### src/rtl/spi_regmap_pkg.sv
// rtl/spi_regmap_pkg.sv - register map, frame geometry and FSM states for the SPI config slave
package spi_regmap_pkg;

    localparam int FRAME_BITS = 16;
    localparam int ADDR_W     = 7;
    localparam int DATA_W     = 8;
    localparam int CNT_W      = 5;

    // Bit counter values: exactly one frame, and the saturated overflow marker.
    localparam logic [CNT_W-1:0] CNT_FULL = CNT_W'(FRAME_BITS);
    localparam logic [CNT_W-1:0] CNT_OVF  = CNT_W'(FRAME_BITS + 1);

    localparam logic [ADDR_W-1:0] ADDR_EN_OUT_LO = 7'h00;
    localparam logic [ADDR_W-1:0] ADDR_EN_OUT_HI = 7'h01;
    localparam logic [ADDR_W-1:0] ADDR_EN_PWM_LO = 7'h02;
    localparam logic [ADDR_W-1:0] ADDR_EN_PWM_HI = 7'h03;
    localparam logic [ADDR_W-1:0] ADDR_DUTY      = 7'h04;

    typedef enum logic [1:0] {
        IDLE   = 2'd0,
        SHIFT  = 2'd1,
        COMMIT = 2'd2
    } spi_state_t;

endpackage

### src/rtl/sync_ff.sv
// rtl/sync_ff.sv - N-stage single-bit synchronizer with selectable reset value
module sync_ff #(
    parameter int   STAGES  = 2,
    parameter logic RST_VAL = 1'b0
) (
    input  logic clk,
    input  logic rst_n,
    input  logic d,
    output logic q
);

    logic [STAGES-1:0] chain;

    // Shift the asynchronous pin through the flop chain.
    always_ff @(posedge clk or negedge rst_n) begin
        if (!rst_n) begin
            chain <= {STAGES{RST_VAL}};
        end else begin
            chain <= {chain[STAGES-2:0], d};
        end
    end

    assign q = chain[STAGES-1];

endmodule

### src/rtl/spi_peripheral.sv
// rtl/spi_peripheral.sv - SPI mode-0 write-only slave programming the PWM config registers
module spi_peripheral
    import spi_regmap_pkg::*;
#(
    parameter int                SYNC_STAGES = 2,
    parameter logic [ADDR_W-1:0] MAX_ADDR    = 7'h04
) (
    input  logic              clk,
    input  logic              rst_n,
    input  logic              sclk,
    input  logic              copi,
    input  logic              ncs,
    output logic [DATA_W-1:0] en_reg_out_7_0,
    output logic [DATA_W-1:0] en_reg_out_15_8,
    output logic [DATA_W-1:0] en_reg_pwm_7_0,
    output logic [DATA_W-1:0] en_reg_pwm_15_8,
    output logic [DATA_W-1:0] pwm_duty_cycle
);

    logic sclk_s;
    logic copi_s;
    logic ncs_s;

    // ncs resets high so leaving reset never looks like a chip-select fall.
    sync_ff #(.STAGES(SYNC_STAGES), .RST_VAL(1'b0)) u_sync_sclk (
        .clk(clk), .rst_n(rst_n), .d(sclk), .q(sclk_s)
    );
    sync_ff #(.STAGES(SYNC_STAGES), .RST_VAL(1'b0)) u_sync_copi (
        .clk(clk), .rst_n(rst_n), .d(copi), .q(copi_s)
    );
    sync_ff #(.STAGES(SYNC_STAGES), .RST_VAL(1'b1)) u_sync_ncs (
        .clk(clk), .rst_n(rst_n), .d(ncs), .q(ncs_s)
    );

    logic sclk_d;
    logic ncs_d;
    logic sclk_rise_p;
    logic ncs_rise_p;

    // Edge detection: previous-level flops plus registered rise pulses. The
    // pulses keep sclk/ncs coincidence intact so the ncs-wins rule is exact.
    always_ff @(posedge clk or negedge rst_n) begin
        if (!rst_n) begin
            sclk_d      <= 1'b0;
            ncs_d       <= 1'b1;
            sclk_rise_p <= 1'b0;
            ncs_rise_p  <= 1'b0;
        end else begin
            sclk_d      <= sclk_s;
            ncs_d       <= ncs_s;
            sclk_rise_p <= sclk_s & ~sclk_d;
            ncs_rise_p  <= ncs_s & ~ncs_d;
        end
    end

    spi_state_t            state;
    logic [FRAME_BITS-1:0] shreg;
    logic [CNT_W-1:0]      bit_cnt;

    // Frame FSM. IDLE enters SHIFT on the low ncs level, which also catches a
    // fall that happened during the single COMMIT cycle.
    always_ff @(posedge clk or negedge rst_n) begin
        if (!rst_n) begin
            state   <= IDLE;
            shreg   <= '0;
            bit_cnt <= '0;
        end else begin
            case (state)
                IDLE: begin
                    if (!ncs_d) begin
                        state   <= SHIFT;
                        shreg   <= '0;
                        bit_cnt <= '0;
                    end
                end
                SHIFT: begin
                    if (ncs_rise_p) begin
                        state <= COMMIT;
                    end else if (sclk_rise_p) begin
                        if (bit_cnt < CNT_FULL) begin
                            shreg   <= {shreg[FRAME_BITS-2:0], copi_s};
                            bit_cnt <= bit_cnt + 1'b1;
                        end else begin
                            bit_cnt <= CNT_OVF;
                        end
                    end
                end
                COMMIT: begin
                    state <= IDLE;
                end
                default: begin
                    state <= IDLE;
                end
            endcase
        end
    end

    logic              wr_bit;
    logic [ADDR_W-1:0] wr_addr;
    logic [DATA_W-1:0] wr_data;
    logic              frame_ok;

    assign wr_bit   = shreg[FRAME_BITS-1];
    assign wr_addr  = shreg[FRAME_BITS-2 -: ADDR_W];
    assign wr_data  = shreg[DATA_W-1:0];
    assign frame_ok = (bit_cnt == CNT_FULL) && wr_bit && (wr_addr <= MAX_ADDR);

    // Register file: a frame is applied only in COMMIT and only if well formed.
    always_ff @(posedge clk or negedge rst_n) begin
        if (!rst_n) begin
            en_reg_out_7_0  <= '0;
            en_reg_out_15_8 <= '0;
            en_reg_pwm_7_0  <= '0;
            en_reg_pwm_15_8 <= '0;
            pwm_duty_cycle  <= '0;
        end else if (state == COMMIT && frame_ok) begin
            case (wr_addr)
                ADDR_EN_OUT_LO: en_reg_out_7_0  <= wr_data;
                ADDR_EN_OUT_HI: en_reg_out_15_8 <= wr_data;
                ADDR_EN_PWM_LO: en_reg_pwm_7_0  <= wr_data;
                ADDR_EN_PWM_HI: en_reg_pwm_15_8 <= wr_data;
                ADDR_DUTY:      pwm_duty_cycle  <= wr_data;
                default: ;
            endcase
        end
    end

endmodule

### config.mk
export PLATFORM = sky130hd
export DESIGN_NAME = spi_peripheral
export DESIGN_NICKNAME = d
export VERILOG_FILES = /design/src/rtl/spi_regmap_pkg.sv /design/src/rtl/sync_ff.sv /design/src/rtl/spi_peripheral.sv
export SDC_FILE = /design/constraint.sdc
export NUM_CORES = 1
export LEC_CHECK = 0
export ABC_AREA = 1
export BUFFER_PORTS_ARGS = -buffer_cell sky130_fd_sc_hd__buf_2
export CORE_MARGIN = 8
export CORE_UTILIZATION = 45
export DETAILED_ROUTE_END_ITERATION = 12
export PLACE_DENSITY = 0.68
export SLEW_MARGIN = 5
export SYNTH_ARGS = -nofsm -noshare
export SYNTH_HDL_FRONTEND = slang
export SYNTH_SLANG_ARGS = --single-unit
### constraint.sdc
create_clock -name clk -period 1.6 [get_ports clk]
set_clock_uncertainty 0.2 [all_clocks]
set_input_delay 0.08 -clock clk [delete_from_list [all_inputs] [get_ports clk]]
set_output_delay 0.08 -clock clk [all_outputs]
set_load 0.02 [all_outputs]
==> results.cfg <==
[sta]
finalCritPeriodShare_pct = 103
slew_viol_final = 0
setup_violations = 34
worstMarginPinSlew_ps = 495
fin_crit_ps = 1650
fmax_mhz = 606
rsz0062_at_grt = true
relSlewSlack_pct = 67.0
layout_setup_ws_ps = -49.3
finalHoldViolCount = 0

[floorplan]
die_width_um = 97.4
fp.dieH_um = 97.4
start_util_pct = 46.7
die_area_um2 = 9490
core_area_um2 = 6390
rows = 29
io_pins = 45

[yosys]
yosys-top-cells-count = nand2_1, dfrtp_1, inv_1, o21ai_0, nand4_1
synth.distinct_cells = 29
yosysSeqAreaShare_pct = 61.3
syn_area_per_cell_um2 = 9.72
ys_async_sr_fraction_pct = 100
synth_edf_count = 0
yosysMostFrequentCell = nand2_1
synth.area.top_cells = dfrtp_1, nand2_1, nand4_1, o21ai_0, inv_1
ys_warn_count = 0
netlist.area_leader.share_pct = 58.7
synth_nets = 314
synth_area_um2 = 2980
syn-instance-count = 307
synth_ff_type = dfrtp_1
synth-seq-cells = 73
yosys.area.top_type = dfrtp_1

[grt]
grt_overflow = 0
antenna_found_initial = 0
grt.total_usage_pct = 14.3
grt_pass1_vias = 2379
grt_pass1_wl_um = 11200
grt_max_degree = 32

[placed_design]
dp_hpwl_um = 4510
routabilityCongestion = 0.847
place_ws_ps = -157
portBuffers = 44
place_area_um2 = 3440
dp.cells = 442

[critical_path]
rr_startpoint = bit_cnt[0]$_DFFE_PN0P_
arrival_ps = 1680
worst-r2r-setup-slack_ps = -50
critPathCaptureType = flip-flop
r2r_cells = 10
crit_path_start = bit_cnt[0]$_DFFE_PN0P_
cp.required_ps = 1630
r2r_end = en_reg_out_7_0[2]$_DFFE_PN0P_
cp-start-kind = flip-flop
cp_max_fo = 16
crit_type = reg -> reg

[clocking]
clk_pin_slew_worst_paths_ps = 80
clock-sinks = 73
cts_root_buf = clkbuf_8
cts_made_buffers = 9
clk_path_buf_depth = 2
clk_latency_ps = 340
cts_tree = built
cts-htree-levels = 3

[status]
status = complete, but fails checks
violations = negative setup slack

[power]
p_leak_uw = 0.00196
p_total_uw = 4290
irDropWorstVdd_mv = 0.726
power.density_nw_per_um2 = 1110

[drt]
first_iter_violations = 128
ant_nets = 0
vias = 2346
dr.pass1.iters = 6
wl_per_cell_um = 14.2
wirelength_um = 6570
routed_via_density = 5.07
drc = 0

[final_layout]
area_delta_synth_final_pct = 29.5
finalNetCount = 388
stdcell_count = 463
fin_area_um2 = 3860
num_antenna_cells = 0
layout-drive-gt1-share_pct = 36.0

[min_path]
min_path_type = in -> async

[run]
cap_violations = 0
cells by family (layout without fill, tap and decap cells):
logic type,count (synthesis),count (layout),synth area share (%)
simple gates,168,168,25.9
buf+inv,31,110,5.12
flops,73,73,61.3
fa+ha+maj,2,2,0.838
compound gates,33,33,6.79
worst max path at each step:
| stage | slack, ps | to |
|---|---|---|
| after floorplan | -90 | en_reg_out_7_0[5]$_DFFE_PN0P_ |
| after global placement | -120 | en_reg_out_15_8[2]$_DFFE_PN0P_ |
| final | -50 | en_reg_out_7_0[2]$_DFFE_PN0P_ |
| after detailed placement | -160 | en_reg_out_15_8[5]$_DFFE_PN0P_ |
| after CTS | -60 | en_reg_pwm_15_8[7]$_DFFE_PN0P_ |
| after global routing | -140 | en_reg_pwm_7_0[5]$_DFFE_PN0P_ |
sequential cells by signal, summed over array words and instances, names as in the netlist:
register           count
en_reg_pwm_7_0         8
state                  2
pwm_duty_cycle         8
u_sync_ncs.chain       2
ncs_d                  1
sclk_d                 1
bit_cnt                5
en_reg_out_15_8        8
ncs_rise_p             1
shreg                 16
en_reg_out_7_0         8
u_sync_copi.chain      2
en_reg_pwm_15_8        8
sclk_rise_p            1
u_sync_sclk.chain      2
metal layers:
metal / global-route usage [%] / vias up / share of wire, %
met1: 17.7 / 1134 / 45
met5: 0 / - / 0
met2: 21.3 / 62 / 46
met3: 5.83 / 13 / 7.1
met4: 6.41 / 0 / 1.9
li1: - / 1137 / -
final cells by class:
| type | count | area, um2 |
|---|---|---|
| clock buffer | 10 | 128 |
| multi-input combinational | 203 | 1160 |
| inverter | 23 | 86.3 |
| clock inverter | 6 | 68.8 |
| timing repair buffer | 71 | 498 |
| fill | 528 | 2520 |
| tap | 77 | 96.3 |
| sequential | 73 | 1830 |
power breakdown:
group,switching [uW],internal [uW]
Combinational,504,321
Sequential,125,1940
Clock,675,722
critical path: stages (launching register included):
cell	delay, ps
dfrtp_1	390
inv_2	90
ha_4	130
nand2_2	50
inv_2	50
nand3_2	70
nor2_4	110
buf_12	170
nand2_8	120
nand2_1	110
o21ai_2	50
placed cells by master (no fill, tap or decap), types with 8 or more instances in the layout:
master    netlist  final
buf_2           2     44
buf_4           3     16
clkbuf_8        0      9
dfrtp_1        70     70
inv_1          22     16
nand2_1       118    101
nand2_2         5     19
nand4_1        18     18
o21ai_0        19     17
o21ai_2         8      8
repair_timing:
item	CTS	global route
gates cloned	0	0
hold buffers	4	0
pin swaps	1	4
gates resized for setup	5	41
setup buffers	1	0
setup endpoints to repair	40	59
endpoints found under the hold margin	73	0
per-stage QoR:
| step | TNS (ps) | utilization [%] | hold WS (ps) |
|---|---|---|---|
| 5_1_grt | -4520 | 60.5 | 59.2 |
| 4_1_cts | -1040 | 58.1 | 24.7 |
| 6_report | -834 | 60.5 | 30.7 |
| 3_5_place_dp | -4340 | 53.8 | -125 |
| 3_3_place_gp | -3750 | 53.8 | -121 |
| 2_1_floorplan | -760 | - | -416 |
(Power assumes the default switching activity.)
